**src/rtl/uart_rx_ctrl.sv**
```systemverilog
// uart_rx_ctrl
// UART receive sequencer. It watches an oversampled serial line and drives
// the strobes of an external 10-bit receive shift register. It finds the
// start bit, samples each data bit and the stop bit at mid-bit, and flags
// framing errors.
//
// Optional feature: define UART_RX_PARITY_EN to expect one even-parity bit
// between data bit 7 and the stop bit. When it is undefined, framing is 8N1
// and parity_err is tied to 0.
//
// Ports:
//   clk          system clock
//   rst          asynchronous active-high reset
//   rx           raw serial line, idle high
//   baud_tick    one-clk enable at OVERSAMPLE x baud rate
//   rx_bit       synchronised line value (shift register data_in)
//   ld_sr        load rx_bit into shift register bit 9
//   shift_right  shift the shift register right by one
//   ld_rx        copy shift register [7:0] to its data_out
//   rx_valid     one-cycle pulse: byte stable on data_out
//   frame_err    one-cycle pulse: stop bit sampled as 0
//   parity_err   one-cycle pulse with rx_valid on parity mismatch
//   busy         high in every state except IDLE
module uart_rx_ctrl #(
  parameter int OVERSAMPLE = 16
) (
  input  logic clk,
  input  logic rst,
  input  logic rx,
  input  logic baud_tick,
  output logic rx_bit,
  output logic ld_sr,
  output logic shift_right,
  output logic ld_rx,
  output logic rx_valid,
  output logic frame_err,
  output logic parity_err,
  output logic busy
);

  localparam int TW = $clog2(OVERSAMPLE);
  localparam logic [TW-1:0] TICK_LAST = TW'(OVERSAMPLE - 1);
  localparam logic [TW-1:0] TICK_HALF = TW'(OVERSAMPLE / 2 - 1);

  // LOAD waits out the stop-bit shift_right before issuing ld_rx.
  // DONE keeps busy high during the rx_valid pulse.
  typedef enum logic [2:0] {
    S_IDLE,
    S_START,
    S_DATA,
`ifdef UART_RX_PARITY_EN
    S_PARITY,
`endif
    S_STOP,
    S_LOAD,
    S_DONE,
    S_WAIT_IDLE
  } state_t;

  state_t          state_q, state_d;
  logic            rx_meta_q, rx_s_q;
  logic [TW-1:0]   tick_q, tick_d;
  logic [3:0]      bit_q, bit_d;
  logic            shift_q, shift_d;
`ifdef UART_RX_PARITY_EN
  logic            par_acc_q, par_acc_d;
  logic            par_fail_q, par_fail_d;
`endif

  // Two-flop synchroniser. It resets to the idle line level, so reset
  // cannot look like a start bit.
  always_ff @(posedge clk or posedge rst) begin
    if (rst) begin
      rx_meta_q <= 1'b1;
      rx_s_q    <= 1'b1;
    end else begin
      rx_meta_q <= rx;
      rx_s_q    <= rx_meta_q;
    end
  end

  // State and counter registers. shift_q is the pending shift_right that
  // follows every ld_sr by exactly one clk.
  always_ff @(posedge clk or posedge rst) begin
    if (rst) begin
      state_q    <= S_IDLE;
      tick_q     <= '0;
      bit_q      <= '0;
      shift_q    <= 1'b0;
`ifdef UART_RX_PARITY_EN
      par_acc_q  <= 1'b0;
      par_fail_q <= 1'b0;
`endif
    end else begin
      state_q    <= state_d;
      tick_q     <= tick_d;
      bit_q      <= bit_d;
      shift_q    <= shift_d;
`ifdef UART_RX_PARITY_EN
      par_acc_q  <= par_acc_d;
      par_fail_q <= par_fail_d;
`endif
    end
  end

  // Next-state and strobe logic. ld_sr is combinational so that it is
  // coincident with the qualifying baud_tick.
  always_comb begin
    state_d    = state_q;
    tick_d     = tick_q;
    bit_d      = bit_q;
    shift_d    = 1'b0;
    ld_sr      = 1'b0;
    ld_rx      = 1'b0;
    rx_valid   = 1'b0;
    frame_err  = 1'b0;
`ifdef UART_RX_PARITY_EN
    par_acc_d  = par_acc_q;
    par_fail_d = par_fail_q;
    parity_err = 1'b0;
`endif

    case (state_q)
      S_IDLE: begin
        tick_d = '0;
        if (!rx_s_q) state_d = S_START;
      end

      // Re-check the line half a bit later. A high line here is a glitch.
      S_START: begin
        if (baud_tick) begin
          if (tick_q == TICK_HALF) begin
            tick_d = '0;
            bit_d  = '0;
`ifdef UART_RX_PARITY_EN
            par_acc_d  = 1'b0;
            par_fail_d = 1'b0;
`endif
            state_d = rx_s_q ? S_IDLE : S_DATA;
          end else begin
            tick_d = tick_q + 1'b1;
          end
        end
      end

      S_DATA: begin
        if (baud_tick) begin
          if (tick_q == TICK_LAST) begin
            tick_d  = '0;
            ld_sr   = 1'b1;
            shift_d = 1'b1;
            bit_d   = bit_q + 1'b1;
`ifdef UART_RX_PARITY_EN
            par_acc_d = par_acc_q ^ rx_s_q;
`endif
            if (bit_q == 4'd7) begin
`ifdef UART_RX_PARITY_EN
              state_d = S_PARITY;
`else
              state_d = S_STOP;
`endif
            end
          end else begin
            tick_d = tick_q + 1'b1;
          end
        end
      end

`ifdef UART_RX_PARITY_EN
      // The parity bit is checked but never enters the shift register.
      S_PARITY: begin
        if (baud_tick) begin
          if (tick_q == TICK_LAST) begin
            tick_d     = '0;
            par_fail_d = par_acc_q ^ rx_s_q;
            state_d    = S_STOP;
          end else begin
            tick_d = tick_q + 1'b1;
          end
        end
      end
`endif

      // The stop bit is shifted in like a data bit. This leaves data bit 0
      // at shift register [0].
      S_STOP: begin
        if (baud_tick) begin
          if (tick_q == TICK_LAST) begin
            tick_d  = '0;
            ld_sr   = 1'b1;
            shift_d = 1'b1;
            if (rx_s_q) begin
              state_d = S_LOAD;
            end else begin
              frame_err = 1'b1;
              state_d   = S_WAIT_IDLE;
            end
          end else begin
            tick_d = tick_q + 1'b1;
          end
        end
      end

      S_LOAD: begin
        if (!shift_q) begin
          ld_rx   = 1'b1;
          state_d = S_DONE;
        end
      end

      S_DONE: begin
        rx_valid = 1'b1;
`ifdef UART_RX_PARITY_EN
        parity_err = par_fail_q;
`endif
        state_d = S_IDLE;
      end

      // A break or a stuck-low line must return high before a new frame.
      S_WAIT_IDLE: begin
        if (rx_s_q) state_d = S_IDLE;
      end

      default: state_d = S_IDLE;
    endcase
  end

`ifndef UART_RX_PARITY_EN
  assign parity_err = 1'b0;
`endif

  assign rx_bit      = rx_s_q;
  assign shift_right = shift_q;
  assign busy        = (state_q != S_IDLE);

endmodule

```
**config.mk**
```make
export PLATFORM = sky130hd
export DESIGN_NAME = uart_rx_ctrl
export DESIGN_NICKNAME = d
export VERILOG_FILES = /design/src/rtl/uart_rx_ctrl.sv
export SDC_FILE = /design/constraint.sdc
export NUM_CORES = 1
export LEC_CHECK = 0
export CORE_UTILIZATION = 30
export DETAILED_ROUTE_END_ITERATION = 6
export SLEW_MARGIN = 0
export SYNTH_ARGS = -nofsm -noshare
export SYNTH_HDL_FRONTEND = slang
export SYNTH_SLANG_ARGS = --single-unit
export TNS_END_PERCENT = 5
```
**constraint.sdc**
```tcl
create_clock -name clk -period 3.5 [get_ports clk]
set_input_delay 0.875 -clock clk [delete_from_list [all_inputs] [get_ports clk]]
set_output_delay 0.875 -clock clk [all_outputs]
set_load 0.01 [all_outputs]
```
==> results of run 1 <==
-- metal layers --
metal	global-route usage [%]	part of all wire, %
met5	0	0
met4	7.50	1.7
met3	4.64	6.8
met2	19.5	41
met1	20.4	51
-- report_power, final --
group,total (mW),switching (mW),internal (mW)
combinational,0.128,0.0608,0.0677
clock,0.0969,0.0527,0.0443
sequential,0.254,0.0550,0.199
total,0.480,0.168,0.311
-- worst reg2reg max path, cell delays in order, from the launching register on --
cell      delay (ns)
dfrtp_1         0.56
or3b_1          0.45
or4_1           0.51
o211ai_1        0.11
-- layout make-up --
| cell class | count | area (um2) | area share (%) |
|---|---|---|---|
| multi-input combinational | 66 | 448 | 45.4 |
| sequential | 14 | 353 | 35.8 |
| timing repair buffer | 10 | 103 | 10.4 |
| tap | 30 | 37.5 | 3.81 |
| clock buffer | 4 | 26.3 | 2.66 |
| inverter | 5 | 18.8 | 1.90 |
-- cell families after synthesis --
family	after synthesis	share of synthesized area, %
compound gates	19	16.6
mux	3	3.55
fa+ha+maj	2	2.96
other cells	1	0.443
flops	14	41.7
xor+xnor	1	1.04
simple gates	40	28.3
buf+inv	11	5.47
-- state kept, by name, summed over array words and instances (netlist names) --
register     flops
rx_meta_q        1
tick_q           4
shift_right      1
state_q          3
bit_q            4
rx_bit           1
-- stage by stage --
stage	setup slack [ns]	area [um2]	utilization, %
2_1_floorplan	1.23	846	-
3_3_place_gp	0.145	956	37.2
3_5_place_dp	0.0921	956	37.2
4_1_cts	0.0912	982	38.3
5_1_grt	0.372	986	38.4
6_report	0.467	986	38.4
-- synthesized netlist by cell type (all sizes together), types with 2 or more instances --
master	number
dfrtp	12
nand2	7
nand3	6
inv	5
nor2	5
o211ai	5
clkbuf	4
nor3b	4
o21ai	4
mux2i	3
a21o	2
buf	2
dfstp	2
ha	2
nand4	2
nor2b	2
-- path summary, 6_finish.rpt --
check | endpoint | slack (ns) | cells past startpoint
min in group asynchronous | bit_q[2] | 0.92 | 2
min reg2reg | rx_bit | 0.36 | 0
min | rx_bit | 0.36 | 0
max | frame_err | 0.47 | 5
max in group asynchronous | rx_bit | 2.21 | 2
max reg2reg | bit_q[3] | 1.79 | 3
==> out/metrics.csv, run 1 <==
stage;metric;value;unit
setup_path;crit_path_max_incr_delay;0.54;ns
cells_and_area;final_cell_mix;dfrtp_1, clkdlybuf4s50_1, nand2_1;
detailed_routing;antenna_left;0;
setup_path;critPathLaunch;baud_tick;
detailed_routing;drt-wirelength-per-cell;13.5;um
detailed_routing;wirelength;1740;um
cells_and_area;antenna_cells;0;
setup_path;crit_slowest_cell;clkdlybuf4s50_1;
yosys;synthDistinctLibCells;41;
yosys;synth.area.top_cells;dfrtp_1, dfstp_2, o211ai_1, mux2i_1, nand3_1;
yosys;syn_avg_cell_area;9.29;um2
floorplanning;start_util;32.9;%
power;vdd_drop_max;0.190;mV
clock_network;cts_setup_buffers;0;
sta;slew-limit-headroom;64.6;%
sta;skew;0.00361;ns
global_route;grt_antenna_before_repair;0;
setup_path;crit_family;buffers and inverters;
clock_network;cts.htree.levels;1;
setup_path;cp_cell_sequence;dlymetal6s2s_1 -> and4_2 -> nand3_1 -> nor2_1 -> clkdlybuf4s50_1;
clock_network;path_clk_slew;0.08;ns
floorplanning;core_area;2570;um2
sta;slew_violations;0;
min_path;hold_path.class;flip-flop to flip-flop;
detailed_routing;vias;710;
global_route;grt_use_total;14.5;%
yosys;synthFlopType;dfrtp_1;
setup_path;start_kind;input pin;
cells_and_area;finalNetCount;106;
sta;fin_crit;3.03;ns
clock_network;clock-sinks;14;
clock_network;cts_tree;yes;
sta;finalHoldViolCount;0;
place;place.gp.congestion;0.767;
detailed_routing;drt-pass1-iter-count;4;
clock_network;cts_buffers;3;
floorplanning;num_rows;18;
clock_network;clk_latency;0.28;ns
cells_and_area;fillCellCount;293;
setup_path;crit_fanout;6;
clock_network;holdBufCountCts;0;
detailed_routing;drt-initial-drc-count;5;
yosys;yosys_warnings;0;
global_route;grt_pass1_wl;3050;um
setup_path;critPathKind;input pin to output port;
clock_network;clk_path_buf_depth;2;
sta;fmax;330;MHz
cells_and_area;areaGrowthSynthToFinish;16.6;%
floorplanning;die_w;55.1;um
sta;fin_crit_sh;86.6;%
sta;whs;0.358;ns
detailed_routing;drc;0;
cells_and_area;final_common_cell;dfrtp_1;
setup_path;worstReg2RegStart;state_q[2];
setup_path;crit_arrival;2.16;ns
setup_path;cp-end-kind;output port;
yosys;yosysTopAreaCellShare;35.5;%
floorplanning;die-area;3040;um2
floorplanning;die_h;55.1;um
cells_and_area;drive_gt1_share;8.08;%
detailed_routing;viasPerCell;5.50;
cells_and_area;fin_cells;129;
yosys;synthCells;91;
job;maxCapViolCount;0;
yosys;ys_ff_latch;14;
yosys;synth_largest_area_cell;dfrtp_1;
sta;setup_viol;0;
setup_path;worst-path-buf-inv;2;
yosys;seq_area_frac_synth;41.7;%
setup_path;cp_data_required_time;2.62;ns
global_route;grt_overflow_total;0;
global_route;grt_max_degree;17;
min_path;min_from;rx_meta_q;
yosys;synth-edff-count;0;
place;dp_cells;125;
clock_network;ctsRootBufferMaster;clkbuf_4;
clock_network;post_cts_resize_count;0;
outcome;status;finished, final reports clean;
power;powerDensity;486;nW/um2
yosys;async_flop_share;100;%
floorplanning;ioPinCount;12;
sta;tightest_slew;0.531;ns
place;place_hpwl;1250;um
sta;tns;0;ns
yosys;synth_fp_nets;97;
power;leakage;0.411;nW
global_route;grt_pass1_vias;665;
power;power.total;0.480;mW
place;portBuffers;10;
yosys;netlist_area;846;um2
sta;rsz0062_at_grt;false;
No activity file was read; power rests on OpenSTA's default activity.
==> inputs of run 2 (changes only) <==
--- a/config.mk
+++ b/config.mk
@@ -5,8 +5,9 @@
 export SDC_FILE = /design/constraint.sdc
 export NUM_CORES = 1
 export LEC_CHECK = 0
-export CORE_UTILIZATION = 30
+export CORE_UTILIZATION = 56
 export DETAILED_ROUTE_END_ITERATION = 6
+export PLACE_DENSITY = 0.82
 export SLEW_MARGIN = 0
 export SYNTH_ARGS = -nofsm -noshare
 export SYNTH_HDL_FRONTEND = slang
==> out/metrics.csv, run 2 (synthesized netlist as in run 1, its figures left out) <==
stage;metric;value;unit
cells_and_area;design_area;981;um2
setup_path;crit_path_max_incr_delay;0.54;ns
min_path;min_from;rx_meta_q;
setup_path;start_kind;input pin;
sta;tns;0;ns
sta;slew-limit-headroom;64.2;%
clock_network;cts_setup_buffers;0;
setup_path;endpoint;frame_err;
floorplanning;die-area;1670;um2
power;p_seq_share;50.3;%
clock_network;clk_path_buf_depth;2;
sta;setup_viol;0;
floorplanning;start_util;62.7;%
detailed_routing;wirelength;1830;um
cells_and_area;regArea;353;um2
place;dpl_cell_area;945;um2
clock_network;cts_buffers;3;
global_route;grt_pass1_vias;639;
sta;finalHoldViolCount;0;
place;place.gp.congestion;0.802;
setup_path;critPathKind;input pin to output port;
clock_network;cts.htree.levels;1;
place;place_hpwl;1270;um
sta;fin_crit_sh;93.8;%
setup_path;crit_arrival;2.41;ns
sta;skew;0.00662;ns
setup_path;crit_slowest_cell;clkdlybuf4s50_1;
clock_network;clk_latency;0.28;ns
detailed_routing;antenna_left;0;
power;swShare;34.8;%
clock_network;clock-sinks;14;
cells_and_area;areaGrowthSynthToFinish;16.0;%
detailed_routing;drc;0;
floorplanning;die_h;40.9;um
power;vdd_drop_max;0.399;mV
detailed_routing;vias;715;
global_route;grt_use_total;27.0;%
cells_and_area;final_common_cell;dfrtp_1;
global_route;grt_antenna_before_repair;0;
cells_and_area;finalNetCount;107;
sta;rsz0062_at_grt;false;
setup_path;reg2reg_depth;3;
power;powerDensity;517;nW/um2
cells_and_area;fillCellCount;117;
floorplanning;num_rows;13;
power;p_switching;0.176;mW
cells_and_area;final_cell_mix;dfrtp_1, clkdlybuf4s50_1, nand2_1;
global_route;grt_max_degree;17;
setup_path;cp-end-kind;output port;
sta;fin_crit;3.28;ns
detailed_routing;drt-wirelength-per-cell;15.9;um
floorplanning;ioPinCount;12;
clock_network;ctsRootBufferMaster;clkbuf_4;
cells_and_area;top_regs;bit_q (4), tick_q (4), state_q (3);
place;dp_slack;0.232;ns
floorplanning;die_w;40.9;um
detailed_routing;drt-initial-drc-count;30;
setup_path;critPathLaunch;baud_tick;
setup_path;cp_data_required_time;2.62;ns
clock_network;holdBufCountCts;0;
cells_and_area;fin_cells;115;
global_route;grt_overflow_total;0;
cells_and_area;drive_gt1_share;9.00;%
setup_path;worstReg2RegStart;state_q[1];
cells_and_area;multi_input_area;447;um2
place;portBuffers;10;
cells_and_area;fin_util;72.7;%
job;maxCapViolCount;0;
cells_and_area;antenna_cells;0;
sta;slew_violations;0;
global_route;grt_pass1_wl;2870;um
setup_path;crit_fanout;4;
setup_path;cp_cell_sequence;clkdlybuf4s50_1 -> and4_1 -> nand3_1 -> nor2_1 -> clkdlybuf4s50_1;
power;power.total;0.507;mW
floorplanning;core_area;1350;um2
sta;fmax;304;MHz
detailed_routing;drt-pass1-iter-count;4;
sta;final.setup.worst_slack;0.216;ns
setup_path;regToRegEndpoint;bit_q[3];
setup_path;crit_top_cell;clkdlybuf4s50_1;
sta;tightest_slew;0.537;ns
place;dp_cells;111;
power;internal_power;0.331;mW
power;leakage;0.412;nW
power;clkPwrFrac;23.6;%
setup_path;ff2ff_setup_slack;1.74;ns
clock_network;path_clk_slew;0.08;ns
sta;whs;0.366;ns
power;p_comb_share;26.1;%
outcome;status;finished, final reports clean;
clock_network;post_cts_resize_count;0;
min_path;hold_path.class;flip-flop to flip-flop;
detailed_routing;viasPerCell;6.22;
clock_network;cts_tree;yes;
## run 2: cell count changes in the layout (fill, tap and decap cells not counted), sizes merged
cell / change
buf: +1
clkdlybuf4s50: +1
dlymetal6s2s: -1
## run 2: worst min-delay path by stage
stage | slack, ns | cells after the start | to
floorplan | 0.35 | 0 | rx_bit
global placement | 0.35 | 0 | rx_bit
detailed placement | 0.35 | 0 | rx_bit
CTS | 0.37 | 0 | rx_bit
global route | 0.37 | 0 | rx_bit
finish | 0.37 | 0 | rx_bit
## run 2: area by class of cell
type / instances / area share [%]
multi-input cells: 66 / 45.5
flip-flops and latches: 14 / 36.0
repair buffers: 11 / 11.0
clock buffers: 4 / 3.70
inverters: 5 / 1.91
well taps: 15 / 1.91
## run 2: power groups by stage
| stage | combinational (mW) | sequential (mW) | clock (mW) |
|---|---|---|---|
| 2_1_floorplan | 0.124 | 0.225 | 0 |
| 3_3_place_gp | 0.125 | 0.252 | 0 |
| 3_5_place_dp | 0.132 | 0.257 | 0 |
| 4_1_cts | 0.132 | 0.255 | 0.121 |
| 5_1_grt | 0.151 | 0.264 | 0.127 |
| 6_report | 0.132 | 0.255 | 0.119 |
## run 2: critical path: cells and delay by family
family,cells,cell delay (ns)
buf+inv,2,1.01
simple gates,3,0.52
## run 2: layer usage
metal	vias to the layer above	routed length (um)	track usage, %
li1	351	-	-
met1	332	839	38.1
met2	30	854	40.6
met3	2	123	3.26
met4	0	14	12.5
met5	-	0	0
